--- src/rtl/food_box_gen.sv ---
// Food box generator: on each create_new_box request, draws LFSR candidates until one is on screen and off the snake head.
// Result lands 3 cycles after the request (+2 per rejection, fallback cell after MAX_TRIES); requests while busy are dropped.
module food_box_gen #(
    parameter logic [15:0] SEED       = 16'hACE1,
    parameter int          INIT_X     = 200,
    parameter int          INIT_Y     = 200,
    parameter int          MAX_TRIES  = 8,
    parameter int          FALLBACK_X = 320,
    parameter int          FALLBACK_Y = 240
) (
    input  logic       clk,
    input  logic       rst,
    input  logic       create_new_box,
    input  logic [9:0] head_x,
    input  logic [8:0] head_y,
    input  logic [9:0] x_pos,
    input  logic [8:0] y_pos,
    output logic [9:0] box_x,
    output logic [8:0] box_y,
    output logic       busy,
    output logic [7:0] eaten_count,
    output logic       box_vga
);

    typedef enum logic [1:0] {
        IDLE   = 2'd0,
        DRAW   = 2'd1,
        CHECK  = 2'd2,
        COMMIT = 2'd3
    } state_t;

    localparam logic [15:0] TAPS  = 16'hB400;
    localparam logic [3:0]  MAX_T = 4'(MAX_TRIES);
    localparam logic [5:0]  FB_CX = 6'(FALLBACK_X / 10);
    localparam logic [5:0]  FB_CY = 6'(FALLBACK_Y / 10);

    state_t      state_q, state_d;
    logic [15:0] lfsr_q, lfsr_d;
    logic [3:0]  tries_q, tries_d;
    logic [5:0]  cx_q, cx_d;
    logic [5:0]  cy_q, cy_d;
    logic [9:0]  box_x_q, box_x_d;
    logic [8:0]  box_y_q, box_y_d;
    logic        busy_q, busy_d;
    logic [7:0]  eaten_q, eaten_d;

    logic [9:0]  cand_x10;
    logic [8:0]  cand_y10;
    logic        cand_ok;
    logic        fb_on_head;
    logic [3:0]  tries_inc;
    logic [10:0] box_x_end;
    logic [9:0]  box_y_end;

    // Cell-to-pixel scaling by shift-and-add; y wraps only for off-screen rows, which are rejected anyway.
    function automatic logic [9:0] times10_x(input logic [5:0] c);
        return ({4'b0, c} << 3) + ({4'b0, c} << 1);
    endfunction

    function automatic logic [8:0] times10_y(input logic [5:0] c);
        return ({3'b0, c} << 3) + ({3'b0, c} << 1);
    endfunction

    always_comb begin
        lfsr_d = lfsr_q >> 1;
        if (lfsr_q == 16'd0) begin
            lfsr_d = SEED;
        end else if (lfsr_q[0]) begin
            lfsr_d = (lfsr_q >> 1) ^ TAPS;
        end
    end

    assign cand_x10   = times10_x(cx_q);
    assign cand_y10   = times10_y(cy_q);
    assign cand_ok    = (cy_q < 6'd48) && !((cand_x10 == head_x) && (cand_y10 == head_y));
    assign fb_on_head = (times10_x(FB_CX) == head_x) && (times10_y(FB_CY) == head_y);
    assign tries_inc  = tries_q + 4'd1;

    always_comb begin
        state_d = state_q;
        tries_d = tries_q;
        cx_d    = cx_q;
        cy_d    = cy_q;
        box_x_d = box_x_q;
        box_y_d = box_y_q;
        busy_d  = busy_q;
        eaten_d = eaten_q;
        case (state_q)
            IDLE: begin
                if (create_new_box) begin
                    state_d = DRAW;
                    busy_d  = 1'b1;
                    tries_d = 4'd0;
                end
            end
            DRAW: begin
                cx_d    = lfsr_q[5:0];
                cy_d    = lfsr_q[11:6];
                state_d = CHECK;
            end
            CHECK: begin
                if (cand_ok) begin
                    state_d = COMMIT;
                end else begin
                    tries_d = tries_inc;
                    if (tries_inc == MAX_T) begin
                        cx_d    = fb_on_head ? 6'd0 : FB_CX;
                        cy_d    = fb_on_head ? 6'd0 : FB_CY;
                        state_d = COMMIT;
                    end else begin
                        state_d = DRAW;
                    end
                end
            end
            COMMIT: begin
                box_x_d = cand_x10;
                box_y_d = cand_y10;
                eaten_d = (eaten_q == 8'hFF) ? eaten_q : eaten_q + 8'd1;
                busy_d  = 1'b0;
                state_d = IDLE;
            end
            default: begin
                state_d = IDLE;
            end
        endcase
    end

    always_ff @(posedge clk or negedge rst) begin
        if (!rst) begin
            state_q <= IDLE;
            lfsr_q  <= SEED;
            tries_q <= 4'd0;
            cx_q    <= 6'd0;
            cy_q    <= 6'd0;
            box_x_q <= 10'(INIT_X);
            box_y_q <= 9'(INIT_Y);
            busy_q  <= 1'b0;
            eaten_q <= 8'd0;
        end else begin
            state_q <= state_d;
            lfsr_q  <= lfsr_d;
            tries_q <= tries_d;
            cx_q    <= cx_d;
            cy_q    <= cy_d;
            box_x_q <= box_x_d;
            box_y_q <= box_y_d;
            busy_q  <= busy_d;
            eaten_q <= eaten_d;
        end
    end

    // Box edges are exclusive on both sides to line up with the snake renderer.
    assign box_x_end = {1'b0, box_x_q} + 11'd10;
    assign box_y_end = {1'b0, box_y_q} + 10'd10;
    assign box_vga   = (x_pos > box_x_q) && ({1'b0, x_pos} < box_x_end) &&
                       (y_pos > box_y_q) && ({1'b0, y_pos} < box_y_end);

    assign box_x       = box_x_q;
    assign box_y       = box_y_q;
    assign busy        = busy_q;
    assign eaten_count = eaten_q;

endmodule

--- config.mk ---
export PLATFORM = sky130hd
export DESIGN_NAME = food_box_gen
export DESIGN_NICKNAME = d
export VERILOG_FILES = /design/src/rtl/food_box_gen.sv
export SDC_FILE = /design/constraint.sdc
export NUM_CORES = 1
export LEC_CHECK = 0
export ABC_AREA = 0
export CAP_MARGIN = 20
export CORE_UTILIZATION = 54
export CTS_CLUSTER_DIAMETER = 60
export DETAILED_ROUTE_END_ITERATION = 7
export PLACE_DENSITY_LB_ADDON = 0.2
export REMOVE_ABC_BUFFERS = 1
export SLEW_MARGIN = 10
export SYNTH_ARGS = -nofsm -noshare
export SYNTH_HDL_FRONTEND = slang
export SYNTH_SLANG_ARGS = --single-unit
--- constraint.sdc ---
create_clock -name clk -period 3.9 [get_ports clk]
set_input_delay 0.39 -clock clk [delete_from_list [all_inputs] [get_ports clk]]
set_output_delay 0.39 -clock clk [all_outputs]
set_load 0.1 [all_outputs]
==> results.json, run 1 <==
{
  "r2r_cells": 11,
  "fin_crit_sh_pct": 88.3,
  "cts_buffers": 9,
  "yosys_warnings": 0,
  "synthCells": 419,
  "ant_nets": 0,
  "die_area_mm2": 0.00825,
  "cp_max_fo": 7,
  "rrSetupSlack_ns": 0.78,
  "grt_use_met1_pct": 31.0,
  "grt_start_max_net_pins": 34,
  "final_net_count": 571,
  "cts_sinks": 60,
  "synth_seq_area_share_pct": 35.6,
  "required_ns": 3.51,
  "r2r-end": "cy_q[4]",
  "vias_per_cell": 5.52,
  "syn_avg_cell_area_um2": 10.2,
  "die_y_um": 90.9,
  "criticalPathCategory": "reg2out",
  "cts_hold_buffers": 0,
  "slew_headroom_pct": 34.7,
  "drt_pass1_iterations": 6,
  "die_w_um": 90.9,
  "synth.distinct_cells": 72,
  "port_buffers": 67,
  "final_core_util_pct": 67.1,
  "root_buffer": "clkbuf_8",
  "dp_hpwl_um": 7120,
  "cp-startpoint": "box_y[3]",
  "antenna_found_initial": 0,
  "final_cells": 587,
  "endpoint": "box_vga",
  "cp-start-kind": "register",
  "rsz0062_at_grt": "false",
  "final_cell_mix": "clkdlybuf4s50_1 (65), ha_1 (47), dfrtp_1 (46)",
  "postCtsSetupRepairBufs": 0,
  "finalWirelength_um": 8820,
  "drtIter0Drc": 97,
  "grt_pass1_wl_um": 14900,
  "end_kind": "primary output",
  "hold_violations": 0,
  "grt.overflow.total": 0,
  "syn_area_mm2": 0.00426,
  "finalCriticalPeriod_ns": 3.44,
  "r2r_start": "cy_q[0]",
  "skew_ns": 0.00906,
  "drv_cap": 0,
  "grt-busiest-layer": "met2",
  "h-tree-depth": 3,
  "drive_gt1_share_pct": 12.8,
  "clkSlewWorstSetupHoldPaths_ns": 0.06,
  "core_mm2": 0.00769,
  "num_rows": 32,
  "drc": 0,
  "synthArstFlopShare_pct": 100,
  "cts_tree": "done",
  "slew_viol_final": 0,
  "tightest_slew_ns": 0.976,
  "use_met2_pct": 36.5,
  "hold_class": "in2async",
  "ctsResizeCount": 0,
  "syn_to_final_growth_pct": 21.1,
  "grt_use_total_pct": 22.8,
  "wire_per_inst_um": 15.0,
  "setup_viol": 0,
  "max_freq_ghz": 0.290,
  "vias": 3240,
  "diodes": 0,
  "ys_ff_latch": 60,
  "clock_latency_ns": 0.34,
  "start_util_pct": 55.5,
  "num_io_pins": 70,
  "grt_util_met3_pct": 3.20,
  "status": "finished, final reports clean",
  "grt_pass1_vias": 3188,
  "cts_max_path_buffers": 2,
  "synthFlopType": "dfrtp_1",
  "cp.arrival_ns": 3.05,
  "place_congestion": 0.867,
  "synth_edf_count": 0,
  "placed_cells": 572,
  "final_common_cell": "clkdlybuf4s50_1"
}
## kinds of logic after synthesis
logic type               share of synthesized area (%)
AND/OR/NAND/NOR                                   15.4
AO/OA/AOI/OAI                                     14.9
flip-flops                                        35.6
adder cells (fa/ha/maj)                           14.7
XOR/XNOR                                          10.7
buffers and inverters                             5.22
multiplexers                                      3.29
other                                           0.0880
## worst min path at each step
stage | endpoint | cells after the start | from | slack, ns
final | lfsr_q[1] | 1 | rst | 0.04
after global routing | eaten_count[3] | 1 | rst | 0.09
after CTS | eaten_count[3] | 1 | rst | 0.06
after detailed placement | lfsr_q[14] | 0 | lfsr_q[15] | 0.40
after global placement | lfsr_q[14] | 0 | lfsr_q[15] | 0.39
after floorplan | box_x[1] | 0 | rst | 0.09
## critical path: stages (launching register included)
cell      delay [ns]
dfstp_2         0.59
a21oi_1         0.08
nor3_1          0.27
nand3_1         0.14
xnor2_1         0.15
ha_1            0.20
a211oi_1        0.30
nand3b_1        0.11
o311ai_0        0.13
nand3_1         0.12
a311oi_1        0.28
buf_4           0.34
## cells in the mapped netlist, types with 3 or more instances
library cell	n	area, um2
ha_1	47	588
dfrtp_1	46	1150
inv_1	29	109
xnor2_1	28	245
nand2_1	27	101
o21ai_0	18	90.1
xor2_1	17	149
a21oi_1	16	80.1
dfstp_2	14	368
nor2_1	13	48.8
nand2b_1	12	75.1
a22o_1	11	96.3
nand3_1	11	55.1
clkbuf_1	10	37.5
mux2_2	8	90.1
nor3_1	8	40.0
nand4_1	7	43.8
nor4_1	7	43.8
o21a_1	7	52.6
a21o_1	6	45.0
buf_4	5	37.5
nor2b_1	4	25.0
a211oi_1	3	22.5
buf_6	3	33.8
## layer usage
metal  up-vias  wire [um]  share of wire [%]
met5         -          0                  0
met4         0        233                2.6
met3        18        257                2.9
met2        65       4220                 48
met1      1547       4110                 47
li1       1610          -                  -
## sequential cells by signal (all words and copies together), names as in the netlist
name	flops
box_x	9
box_y	8
busy	1
cx_q	6
cy_q	6
eaten_count	8
lfsr_q	16
state_q	2
tries_q	4
## per-stage QoR
stage                     worst slack, ns  instance area, um2  setup TNS, ns  hold slack [ns]
after floorplan                     -1.41                4150          -1.41           0.0944
after global placement              0.789                4960              0            0.393
after detailed placement            0.751                4960              0            0.397
after CTS                           0.386                5160              0           0.0614
after global routing                0.207                5160              0           0.0915
final                               0.456                5160              0           0.0432
## area by class of cell
cell class | count | area [um2]
Sequential cell | 60 | 1520
Timing Repair Buffer | 69 | 678
Clock inverter | 1 | 30.0
Fill cell | 615 | 2530
Clock buffer | 14 | 173
Tap cell | 102 | 128
Inverter | 29 | 109
Multi-Input combinational cell | 312 | 2520
Power of run 1 is left out: the tool's default activity adds up to more than one toggle a clock period on the data nets, which glitch-free logic cannot reach.
==> run 2: changes to the inputs <==
SKIP_LAST_GASP = 1   (was unset)
==> results of run 2 <==
Final layout, timing and power as in run 1 (identical DEF).
Power of run 2 is left out for the same reason.
